[src/rtl/key_debounce.sv]
// Multi-channel key debouncer: per-channel sync, stability counter, edge pulses.
// Optional long-press pulse built when KEY_LONGPRESS_EN is defined.
module key_debounce #(
    parameter int N             = 4,
    parameter int STABLE_CYCLES = 500000,
    parameter int LONG_CYCLES   = 50000000
) (
    input  logic         clk,
    input  logic         rst,
    input  logic [N-1:0] key,
    output logic [N-1:0] key_level,
    output logic [N-1:0] press_pulse,
    output logic [N-1:0] release_pulse,
    output logic [N-1:0] long_pulse
);
    localparam int CW = $clog2(STABLE_CYCLES + 1);
    localparam logic [CW-1:0] CNT_LAST = CW'(STABLE_CYCLES - 1);

    if (STABLE_CYCLES < 1 || LONG_CYCLES < 2 || N < 1) begin : g_bad_param
        $error("key_debounce: illegal parameter value");
    end

    logic [N-1:0]  s1_q, s2_q;
    logic [N-1:0]  state_q, state_d;
    logic [N-1:0]  level_q, level_d;
    logic [N-1:0]  press_q, press_d;
    logic [N-1:0]  release_q, release_d;
    logic [N-1:0]  flip;
    logic [CW-1:0] cnt_q [N];
    logic [CW-1:0] cnt_d [N];

    // state holds the synchronised raw (active-low) level; it flips only
    // after STABLE_CYCLES consecutive disagreeing samples
    always_comb begin
        flip      = '0;
        state_d   = state_q;
        press_d   = '0;
        release_d = '0;
        for (int i = 0; i < N; i++) begin
            cnt_d[i] = '0;
            if (s2_q[i] != state_q[i]) begin
                if (cnt_q[i] == CNT_LAST) begin
                    flip[i]    = 1'b1;
                    state_d[i] = s2_q[i];
                end else begin
                    cnt_d[i] = cnt_q[i] + 1'b1;
                end
            end
            press_d[i]   = flip[i] & ~s2_q[i];
            release_d[i] = flip[i] & s2_q[i];
        end
        level_d = ~state_d;
    end

    always_ff @(posedge clk or negedge rst) begin
        if (!rst) begin
            s1_q      <= '1;
            s2_q      <= '1;
            state_q   <= '1;
            level_q   <= '0;
            press_q   <= '0;
            release_q <= '0;
            for (int i = 0; i < N; i++) cnt_q[i] <= '0;
        end else begin
            s1_q      <= key;
            s2_q      <= s1_q;
            state_q   <= state_d;
            level_q   <= level_d;
            press_q   <= press_d;
            release_q <= release_d;
            for (int i = 0; i < N; i++) cnt_q[i] <= cnt_d[i];
        end
    end

    assign key_level     = level_q;
    assign press_pulse   = press_q;
    assign release_pulse = release_q;

`ifdef KEY_LONGPRESS_EN
    localparam int HW = $clog2(LONG_CYCLES + 1);
    localparam logic [HW-1:0] HOLD_MAX  = HW'(LONG_CYCLES);
    localparam logic [HW-1:0] HOLD_FIRE = HW'(LONG_CYCLES - 2);

    logic [HW-1:0] hc_q [N];
    logic [HW-1:0] hc_d [N];
    logic [N-1:0]  long_q, long_d;

    // fire on the edge hc steps to LONG_CYCLES-1; a release flip wins
    always_comb begin
        long_d = '0;
        for (int i = 0; i < N; i++) begin
            hc_d[i] = hc_q[i];
            if (press_d[i]) begin
                hc_d[i] = '0;
            end else if (!state_q[i] && hc_q[i] != HOLD_MAX) begin
                hc_d[i] = hc_q[i] + 1'b1;
            end
            long_d[i] = !state_q[i] && !flip[i] && (hc_q[i] == HOLD_FIRE);
        end
    end

    always_ff @(posedge clk or negedge rst) begin
        if (!rst) begin
            long_q <= '0;
            for (int i = 0; i < N; i++) hc_q[i] <= '0;
        end else begin
            long_q <= long_d;
            for (int i = 0; i < N; i++) hc_q[i] <= hc_d[i];
        end
    end

    assign long_pulse = long_q;
`else
    assign long_pulse = '0;
`endif

endmodule

[config.mk]
export PLATFORM = sky130hd
export DESIGN_NAME = key_debounce
export DESIGN_NICKNAME = d
export VERILOG_FILES = /design/src/rtl/key_debounce.sv
export SDC_FILE = /design/constraint.sdc
export NUM_CORES = 1
export LEC_CHECK = 0
export CORE_MARGIN = 5
export CORE_UTILIZATION = 60
export CTS_CLUSTER_DIAMETER = 60
export CTS_CLUSTER_SIZE = 10
export DETAILED_ROUTE_END_ITERATION = 7
export GPL_TIMING_DRIVEN = 1
export HOLD_SLACK_MARGIN = 0.02
export MAX_ROUTING_LAYER = met4
export PLACE_DENSITY = 0.79
export SYNTH_ARGS = -nofsm -noshare
export SYNTH_HDL_FRONTEND = slang
export SYNTH_SLANG_ARGS = --single-unit
[constraint.sdc]
create_clock -name clk -period 3.37 [get_ports clk]
set_input_delay 1.011 -clock clk [delete_from_list [all_inputs] [get_ports clk]]
set_output_delay 1.011 -clock clk [all_outputs]
set_load 0.005 [all_outputs]
==> run metrics, run 1 <==
multi-input gate area in the final layout=2030 um2; largest net degree at the start of global routing=50; Avg Inst Size Synth=10.6 um2; cells on worst reg2reg path=6; Post-Route WL=8.20 mm; Syn Inst Count=438; min cycle time layout=2.24 ns; pre-CTS setup slack=1.16 ns; Power Density=420 nW/um2; TritonCTS clock tree=yes; hold path depth=0; status=finished clean; port bufs=17; Crit Path Class=register to register; final slew viol count=0; clock-pin slew on the worst setup and hold paths=0.09 ns; Max rail drop VDD=280 uV; flops & latches, synth=100; first-pass GRT wire length=14.2 mm; ant diodes=0; f_max=447 MHz; FF-to-FF Start=cnt_q[57]; die width=97.8 um; Site Rows=32; placed inst area=4900 um2; All-Layer GR Usage=18.3%; count of cell types in the netlist=40; WHS Endpoint=s2_q[0]; setup TNS=0 ns; Hold Startpoint=s1_q[0]; Hold/Removal Path Class=register to register; gr ovfl total=0; clk_lat worst skew=0.37 ns; DRC viols=0; Worst Path Required=3.62 ns; Max-slew headroom=57.7%; worst r2r dst=cnt_q[69]; Slew @ Worst Pin=0.635 ns; worst path arrival time=2.49 ns; Vias=3296; hold_buf cts=0; number of fill cells in the layout=575; layout cells sized above 1=9.50%; yosys warns=0; Max Cap Viol=0; final period utilization=66.4%; netlist area before placement=4630 um2; Final Skew=0.00964 ns; leading area contributor after synthesis=dfrtp_1; Initial Util=60.9%; final net count=468; Max Root-Sink Buffers=2; Seq/Total Area, Yosys=54.4%; Initial DRC Count=108; setup slack, reg-to-reg=1.13 ns; Die H=97.8 um; setup bufs post-CTS=0; CTS H-tree lvls=3; clock sinks=100; initial antenna violation count=0; Worst setup SP type=register; IO Pins=22; core region area=7610 um2; total CTS buffers=9; routability congestion estimate=0.825; DP HPWL=5.48 mm; Resize count post-CTS=0; TritonRoute pass-1 iters=4; vias per cell=5.83; largest cells by area after synthesis=dfrtp_1, dfstp_2, xor2_1, xnor2_1, nor2_1; post-synth top area share=47.6%; routed length per instance=14.5 um; remaining antenna violation count=0; synth-to-layout area growth=10.6%; Final Hold Viols=0; RSZ-0062 raised after global routing=false; setup ws final=1.13 ns; root cell of the clock tree=clkbuf_8; Crit. End Element=register; Leak=2.04 nW; count of final setup violators=0; number of global-route vias before repair=3234; CP Max Fanout=10; final instance area=5120 um2; Reg area=2520 um2; overall die area=9570 um2
==> stage by stage <==
step / cells / util, % / hold slack [ns] / total power, mW
4_1_cts: 565 / 67.3 / 0.355 / 2.16
3_3_place_gp: 549 / 64.5 / 0.346 / 1.33
2_1_floorplan: 441 / - / 0.345 / 1.29
6_report: 565 / 67.3 / 0.352 / 2.15
5_1_grt: 565 / 67.3 / 0.362 / 2.23
3_5_place_dp: 549 / 64.5 / 0.347 / 1.34
==> layout by cell type (no fill, tap or decap), types with 5 or more instances in the layout <==
master	count
or4_1	11
nor3b_1	7
a21oi_1	20
nor2_1	52
and4_1	9
o31ai_1	6
nor4_1	9
nor3_1	8
buf_4	5
nand3_1	21
dfrtp_1	88
and3_1	7
o21ai_0	14
and2_1	7
clkdlybuf4s50_1	16
clkbuf_8	10
nand4_1	21
or3_1	15
xor2_1	29
nand2_1	29
xnor2_1	23
dfstp_2	12
==> worst max path at each step <==
| stage | from | to | depth (start not counted) |
|---|---|---|---|
| after floorplan | cnt_q[49] | state_q[1] | 4 |
| after global placement | cnt_q[57] | cnt_q[59] | 6 |
| after detailed placement | cnt_q[57] | cnt_q[69] | 6 |
| after CTS | key_level[0] | key_level[0] | 1 |
| after global routing | cnt_q[57] | cnt_q[71] | 6 |
| final | cnt_q[57] | cnt_q[69] | 6 |
==> sequential cells by signal, summed over array words and instances (netlist names) <==
name	flops
cnt_q	76
key_level	4
press_pulse	4
release_pulse	4
s1_q	4
s2_q	4
state_q	4
==> cell families (layout without fill, tap and decap cells) <==
| kind of cell | count (synthesis) | after routing | synth area share, % |
|---|---|---|---|
| AOI/OAI and AO/OA | 44 | 44 | 5.81 |
| DFF | 100 | 100 | 54.4 |
| adders and majority gates | 4 | 4 | 1.08 |
| and+or+nand+nor | 209 | 209 | 24.9 |
| other | 1 | 4 | 0.0810 |
| xor gates and xnor gates | 52 | 52 | 9.84 |
| muxes | 8 | 8 | 1.84 |
| buffers and inverters | 20 | 42 | 2.11 |
==> Yosys cell counts <==
cell type / count
o31ai_2: 3
and4_1: 9
nand2b_1: 1
mux2i_1: 4
nand4_2: 1
or4_4: 1
xor2_1: 29
nor4bb_1: 1
nand4_1: 21
nor2_1: 52
nor4_1: 9
a21oi_1: 20
o21ai_0: 14
buf_4: 5
inv_1: 4
or2_2: 1
or4_1: 11
ha_1: 4
nor3b_2: 1
nor3_1: 8
and2_1: 7
or3_1: 15
nor3b_1: 7
mux2_2: 4
o31ai_1: 6
clkbuf_1: 8
conb_1: 1
nand3b_1: 2
and3_1: 7
dfstp_2: 12
o21ai_4: 1
or4b_1: 1
buf_2: 3
dfrtp_1: 88
nor4b_1: 2
xnor2_1: 23
nand2_1: 29
or2_1: 1
nand3_1: 21
nand4bb_1: 1
==> worst max-delay path, cell delays in order, from the launching register on <==
cell and delay [ns]:
dfrtp_1 0.40, ha_1 0.21, and4_1 0.36, nand4_1 0.25, o31ai_2 0.57, buf_4 0.27, nor2_1 0.07
==> cell type report <==
type | count | area share (%)
multi-input combinational | 321 | 39.6
timing repair buffer | 22 | 4.25
inverter | 4 | 0.293
clock inverter | 4 | 1.42
sequential | 100 | 49.2
tap | 102 | 2.49
clock buffer | 12 | 2.83
==> power by group <==
| part | total (mW) | switching, mW | internal [mW] |
|---|---|---|---|
| clock | 0.841 | 0.403 | 0.438 |
| combinational | 0.0756 | 0.0502 | 0.0254 |
| sequential | 1.24 | 0.0170 | 1.22 |
| total | 2.15 | 0.470 | 1.68 |
==> layer usage <==
| metal | global-route usage (%) | part of all wire, % | vias to the layer above |
|---|---|---|---|
| met3 | 3.36 | 4.1 | 18 |
| li1 | - | - | 1586 |
| met2 | 28.4 | 48 | 78 |
| met5 | - | 0 | - |
| met4 | 7.77 | 2.0 | 0 |
| met1 | 23.8 | 46 | 1614 |
No activity file was read; power rests on OpenSTA's default activity.
==> run 2: changes to the inputs <==
--- a/config.mk
+++ b/config.mk
@@ -6,14 +6,14 @@
 export NUM_CORES = 1
 export LEC_CHECK = 0
 export CORE_MARGIN = 5
-export CORE_UTILIZATION = 60
+export CORE_UTILIZATION = 54
 export CTS_CLUSTER_DIAMETER = 60
 export CTS_CLUSTER_SIZE = 10
 export DETAILED_ROUTE_END_ITERATION = 7
 export GPL_TIMING_DRIVEN = 1
 export HOLD_SLACK_MARGIN = 0.02
 export MAX_ROUTING_LAYER = met4
-export PLACE_DENSITY = 0.79
+export PLACE_DENSITY = 0.75
 export SYNTH_ARGS = -nofsm -noshare
 export SYNTH_HDL_FRONTEND = slang
 export SYNTH_SLANG_ARGS = --single-unit
==> constraint.sdc (replaced) <==
create_clock -name clk -period 1.85 [get_ports clk]
set_input_delay 0.555 -clock clk [delete_from_list [all_inputs] [get_ports clk]]
set_output_delay 0.555 -clock clk [all_outputs]
set_load 0.005 [all_outputs]
==> run 2 against run 1 <==
Effect of this change:
- register-to-register slack lost 1.3 ns
- utilization up 1.1 points
- the run now ends with setup timing left
- critical path depth is 2 lower
- count of clock-buffer cells in the layout is 1 higher
- via count increased by 6.7%
- sequential power up 82%
- hold slack got worse by 0.25 ns
- final cell count grew 9.7%
- sequential share of layout area is 4.8 points lower
- combinational power is 140% higher
- clock skew shrank 0.0017 ns
==> run metrics, run 2 (same netlist as run 1, synthesis figures left out) <==
setup slack, reg-to-reg=-0.14 ns (-1.27 ns); Critical Path Max Stage Delay=0.57 ns (about the same); vias per cell=5.67 (-2.8%); Die H=103 um (+4.9%); core region area=8300 um2 (+9.1%); Max Root-Sink Buffers=2 (unchanged); overall power=3.72 mW (+73%); Hold/Removal Path Class=input port to async pin; synth-to-layout area growth=22.7%; count of final setup violators=22 (+22); Worst Path Required=2.09 ns (-1.53 ns); final slew viol count=0 (unchanged); sw frac=23.0% (+1.2 points); Final Hold Viols=0 (unchanged); gr ovfl total=0 (unchanged); register share of total power=60.7% (+3.3 points); cells on worst reg2reg path=4 (-2); Initial Util=55.8% (-5.1 points); overall die area=10500 um2 (+9.9%); final instance area=5680 um2 (+11%); Power Density=655 nW/um2 (+56%); ant diodes=0 (unchanged); Largest Register=cnt_q; routed length per instance=14.7 um (+1.2%); min cycle time layout=1.99 ns (-0.246 ns); worst path arrival time=2.23 ns (-0.26 ns); CP Max Fanout=3 (-7); commonest cells after routing, fill and taps aside=dfrtp_1, buf_4, nor2_1; layout cells sized above 1=23.9% (+14 points); Crit. End Element=register; Final Skew=0.00791 ns (-0.00172 ns); routability congestion estimate=0.831 (+0.63%); Vias=3516 (+6.7%); pre-CTS setup slack=-0.155 ns (-1.32 ns); Leak=2.32 nW (+14%); largest net degree at the start of global routing=28 (-44%); remaining antenna violation count=0 (unchanged); RSZ-0062 raised after global routing=true; port bufs=17 (unchanged); clock sinks=100 (unchanged); IO Pins=22 (unchanged); CTS H-tree lvls=3 (unchanged); setup ws final=-0.142 ns (-1.27 ns); status=finished with violations; DP HPWL=6.38 mm (+17%); hold_buf cts=0 (unchanged); P_sw=0.856 mW (+82%); final cell count without fillers=620 (+9.7%); final period utilization=108% (+41 points); total CTS buffers=9 (unchanged); CP Cell Sequence=or4_1 -> or4_4 -> or2_4 -> and3_1; first-pass GRT wire length=15.7 mm (+10%); Comb pwr share=4.8% (+1.3 points); setup TNS=-2.31 ns (-2.31 ns); Post-Route WL=9.10 mm (+11%); Crit Path Class=register to register; clock-pin slew on the worst setup and hold paths=0.09 ns (about the same); Worst setup SP type=register; placed inst area=5290 um2 (+7.8%); CP max-delay cell=or4_4; worst r2r dst=cnt_q[39]; TritonRoute pass-1 iters=4 (unchanged); f_max=502 MHz (+12%); max reg flops=76 (unchanged); Max Cap Viol=0 (unchanged); commonest non-fill, non-tap cell in the layout=dfrtp_1; post-placement cell count=596 (+8.6%); root cell of the clock tree=clkbuf_8; Internal=2.86 mW (+70%); TritonCTS clock tree=yes; failing checks=setup timing; initial antenna violation count=0 (unchanged); Site Rows=33 (+3.1%); number of global-route vias before repair=3427 (+6.0%); FF-to-FF Start=cnt_q[50]; DRC viols=0 (unchanged); Max rail drop VDD=413 uV (+47%); die width=103 um (+4.9%); number of fill cells in the layout=627 (+9.0%); Initial DRC Count=109 (+0.93%); final net count=520 (+11%); Clock power frac=34.6% (-4.4 points); clk_lat worst skew=0.35 ns (-0.02 ns); All-Layer GR Usage=19.4% (+1.1 points)
[run 2: layout make-up]
type / count / area, um2 / share of cell area [%]
multi-input cells: 321 / 2190 / 38.5
flip-flops and latches: 100 / 2520 / 44.3
clock buffers: 13 / 159 / 2.80
well taps: 105 / 131 / 2.31
clock inverters: 3 / 21.3 / 0.374
inverters: 4 / 15.0 / 0.264
repair buffers: 74 / 648 / 11.4
[run 2: critical path, delay by kind of cell (launching register included)]
family           cells  cell delay, ns
DFF                  1            0.38
and+or+nand+nor      4            1.51
[run 2: per-layer routing]
layer	share of wire [%]	vias to the layer above	routed length, um	global-route usage (%)
li1	-	1695	-	-
met1	45	1747	4110	24.5
met2	50	62	4570	31.8
met3	3.7	12	336	4.94
met4	0.99	0	90	4.24
met5	0	-	0	-
[run 2: power groups by stage]
stage          Clock [mW]  Sequential (mW)  Combinational, mW
3_3_place_gp            0             2.29              0.164
4_1_cts              1.32             2.25              0.174
3_5_place_dp            0             2.29              0.170
2_1_floorplan           0             2.29             0.0725
5_1_grt              1.42             2.26              0.203
6_report             1.28             2.26              0.178
[run 2: repair_timing]
action                                 4_1_cts  5_1_grt
cloned                                       0        1
endpoints found under the hold margin        0        0
setup endpoints to repair                   27       77
gates resized for setup                      9       26
pin swaps                                    5       11
buffers inserted                             1        6
[run 2: worst max-delay path by stage]
stage               slack (ns)              to  startpoint  depth (start not counted)
finish                   -0.14       cnt_q[39]   cnt_q[50]                          4
global placement         -0.12       cnt_q[39]   cnt_q[48]                          4
CTS                      -0.14       cnt_q[39]   cnt_q[50]                          4
floorplan                -0.12       cnt_q[45]   cnt_q[47]                          5
global route             -0.18  press_pulse[1]   cnt_q[50]                          4
detailed placement       -0.15       cnt_q[39]   cnt_q[48]                          4
[run 2: per-stage QoR]
stage / util (%) / hold slack, ns
3_5_place_dp: 63.7 / 0.348
2_1_floorplan: - / 0.259
5_1_grt: 68.4 / 0.0917
3_3_place_gp: 63.7 / 0.346
4_1_cts: 66.4 / 0.0918
6_report: 68.4 / 0.102
==> run 3: changes to the inputs <==
--- a/config.mk
+++ b/config.mk
@@ -6,14 +6,15 @@
 export NUM_CORES = 1
 export LEC_CHECK = 0
 export CORE_MARGIN = 5
-export CORE_UTILIZATION = 54
+export CORE_UTILIZATION = 56
+export CTS_BUF_LIST = sky130_fd_sc_hd__clkbuf_4 sky130_fd_sc_hd__clkbuf_8
 export CTS_CLUSTER_DIAMETER = 60
 export CTS_CLUSTER_SIZE = 10
 export DETAILED_ROUTE_END_ITERATION = 7
 export GPL_TIMING_DRIVEN = 1
 export HOLD_SLACK_MARGIN = 0.02
 export MAX_ROUTING_LAYER = met4
-export PLACE_DENSITY = 0.75
+export PLACE_DENSITY = 0.78
 export SYNTH_ARGS = -nofsm -noshare
 export SYNTH_HDL_FRONTEND = slang
 export SYNTH_SLANG_ARGS = --single-unit
==> run 3 against run 2 <==
Effect of this change:
- the flow still finishes with violations (setup timing)
- utilization increased by 1.7 points
- critical path depth increased by 1
- count of clock-buffer cells in the layout decreased by 4
- clock skew increased by 0.0016 ns
- sequential cell count unchanged
- sequential power about the same
- combinational power increased by 2%
- non-clock buffer count decreased by 3
- die area decreased by 3.2%
- via count increased by 0.60%
- fmax decreased by 0.24%
- register-to-register slack about the same
- largest cell class unchanged
- highest routed layer unchanged
==> run metrics, run 3 (same netlist as run 1, synthesis figures left out) <==
number of global-route vias before repair=3420 (-0.20%); min cycle time layout=2.00 ns (+0.00473 ns); vias per cell=5.73 (+1.1%); Crit. End Element=register; gr ovfl total=0 (unchanged); DP HPWL=6.31 mm (-1.1%); final net count=517 (-0.58%); Final Hold Viols=0 (unchanged); Hold/Removal Path Class=input port to async pin; register share of total power=59.3% (-1.4 points); Max Cap Viol=0 (unchanged); WL met3=331 um (-1.5%); remaining antenna violation count=0 (unchanged); Crit Path Class=register to register; commonest cells after routing, fill and taps aside=dfrtp_1, buf_4, nor2_1; f_max=501 MHz (-0.24%); first-pass GRT wire length=15.7 mm (+0.13%); met2 wire length=4.76 mm (+4.3%); CP max-delay cell=or4_4; Critical Path Max Stage Delay=0.56 ns (about the same); Fin Hold WS=0.137 ns (+0.0350 ns); port bufs=17 (unchanged); sw frac=23.2% (+0.15 points); Comb pwr share=4.8% (about the same); failing checks=setup timing; die width=101 um (-1.6%); layout cells sized above 1=26.8% (+2.9 points); worst path arrival time=2.23 ns (about the same); status=finished with violations; Max rail drop VDD=589 uV (+43%); routed length per instance=15.3 um (+4.5%); TritonCTS clock tree=yes; Worst Path Required=2.08 ns (about the same); clock-pin slew on the worst setup and hold paths=0.10 ns (about the same); root cell of the clock tree=clkbuf_8; routability congestion estimate=0.873 (+5.1%); overall die area=10200 um2 (-3.2%); Post-Route WL=9.46 mm (+4.0%); largest net degree at the start of global routing=35 (+25%); clock sinks=100 (unchanged); final period utilization=108% (+0.26 points); setup TNS=-2.89 ns (-0.581 ns); pre-CTS setup slack=-0.145 ns (+0.00954 ns); CP Cell Sequence=or4_1 -> or4_4 -> o21ai_4 -> buf_6 -> a21oi_4; commonest non-fill, non-tap cell in the layout=dfrtp_1; Reg area=2520 um2 (+0.15%); Power Density=666 nW/um2 (+1.7%); core region area=8130 um2 (-2.0%); Internal=2.92 mW (+1.9%); top sig layer=met4; final slew viol count=0 (unchanged); synth-to-layout area growth=23.2%; All-Layer GR Usage=19.7% (+0.28 points); Initial Util=56.9% (+1.1 points); total CTS buffers=9 (unchanged); Site Rows=33 (unchanged); DRC viols=0 (unchanged); P_sw=0.879 mW (+2.8%); clk_lat worst skew=0.36 ns (about the same); max reg flops=76 (unchanged); Largest Register=cnt_q; hold_buf cts=0 (unchanged); Max Root-Sink Buffers=2 (unchanged); CP Max Fanout=5 (+2); Leak=2.31 nW (-0.73%); IO Pins=22 (unchanged); setup ws final=-0.147 ns (-0.00473 ns); ant diodes=0 (unchanged); Vias=3537 (+0.60%); Metal-1 WL=4.18 mm (+1.7%); overall power=3.80 mW (+2.1%); number of fill cells in the layout=561 (-11%); RSZ-0062 raised after global routing=true; Initial DRC Count=110 (+0.92%); CTS H-tree lvls=3 (unchanged); count of final setup violators=22 (unchanged); initial antenna violation count=0 (unchanged); Worst setup SP type=register; Clock power frac=35.9% (+1.3 points); multi-input gate area in the final layout=2240 um2 (+2.3%); TritonRoute pass-1 iters=4 (unchanged); Final Skew=0.00949 ns (+0.00158 ns); Die H=101 um (-1.6%)
-- run 3: changes by cell type in the layout (fill, tap and decap cells not counted), sizes merged --
cell,before,now
dlymetal6s2s,1,0
inv,4,5
clkdlybuf4s50,15,16
buf,58,55
bufinv,0,1
clkinv,2,4
clkbuf,13,9
-- run 3: cell type report --
type / count / share of cell area [%]
clock buffers: 9 / 2.17
clock inverters: 7 / 1.16
inverters: 4 / 0.263
multi-input cells: 321 / 39.2
flip-flops and latches: 100 / 44.2
well taps: 105 / 2.30
repair buffers: 71 / 10.7
-- run 3: metrics by stage --
step / instance area [um2] / std cells / utilization (%)
6_report: 5700 / 617 / 70.1
3_5_place_dp: 5260 / 596 / 64.7
5_1_grt: 5700 / 617 / 70.1
2_1_floorplan: 4670 / 441 / -
4_1_cts: 5540 / 614 / 68.1
3_3_place_gp: 5260 / 596 / 64.7
-- run 3: path summary, 6_finish.rpt --
check,from,to,slack (ns),cells past startpoint
max in group asynchronous,rst,cnt_q[26],1.09,2
worst max-delay path,cnt_q[48],cnt_q[52],-0.15,5
worst min register to register,s1_q[3],s2_q[3],0.36,0
min in group clk,s1_q[3],s2_q[3],0.36,0
worst min-delay path,rst,cnt_q[19],0.14,1
worst max register to register,cnt_q[48],cnt_q[52],-0.15,5
-- run 3: routing by layer --
| layer | vias up | track usage [%] |
|---|---|---|
| li1 | 1690 | - |
| met1 | 1756 | 25.3 |
| met2 | 70 | 31.7 |
| met3 | 21 | 4.64 |
| met4 | 0 | 4.91 |
| met5 | - | - |
-- run 3: power groups by stage --
stage                     Sequential [mW]  Clock, mW  Combinational [mW]
final                                2.25       1.36               0.182
after global routing                 2.26       1.48               0.205
after detailed placement             2.29          0               0.166
after CTS                            2.25       1.39               0.175
after floorplan                      2.29          0              0.0725
after global placement               2.29          0               0.161
-- run 3: critical path, delay by kind of cell, from the launching register on --
| family | cells | cell delay [ns] |
|---|---|---|
| compound gates | 2 | 0.24 |
| flops | 1 | 0.38 |
| simple gates | 2 | 1.08 |
| buf+inv | 1 | 0.17 |
-- run 3: repair_timing --
action,CTS,global route
setup endpoints to repair,28,80
setup buffers,1,3
gates cloned,1,0
resized for setup,20,31
pin swaps,2,6
hold endpoints to repair,0,0
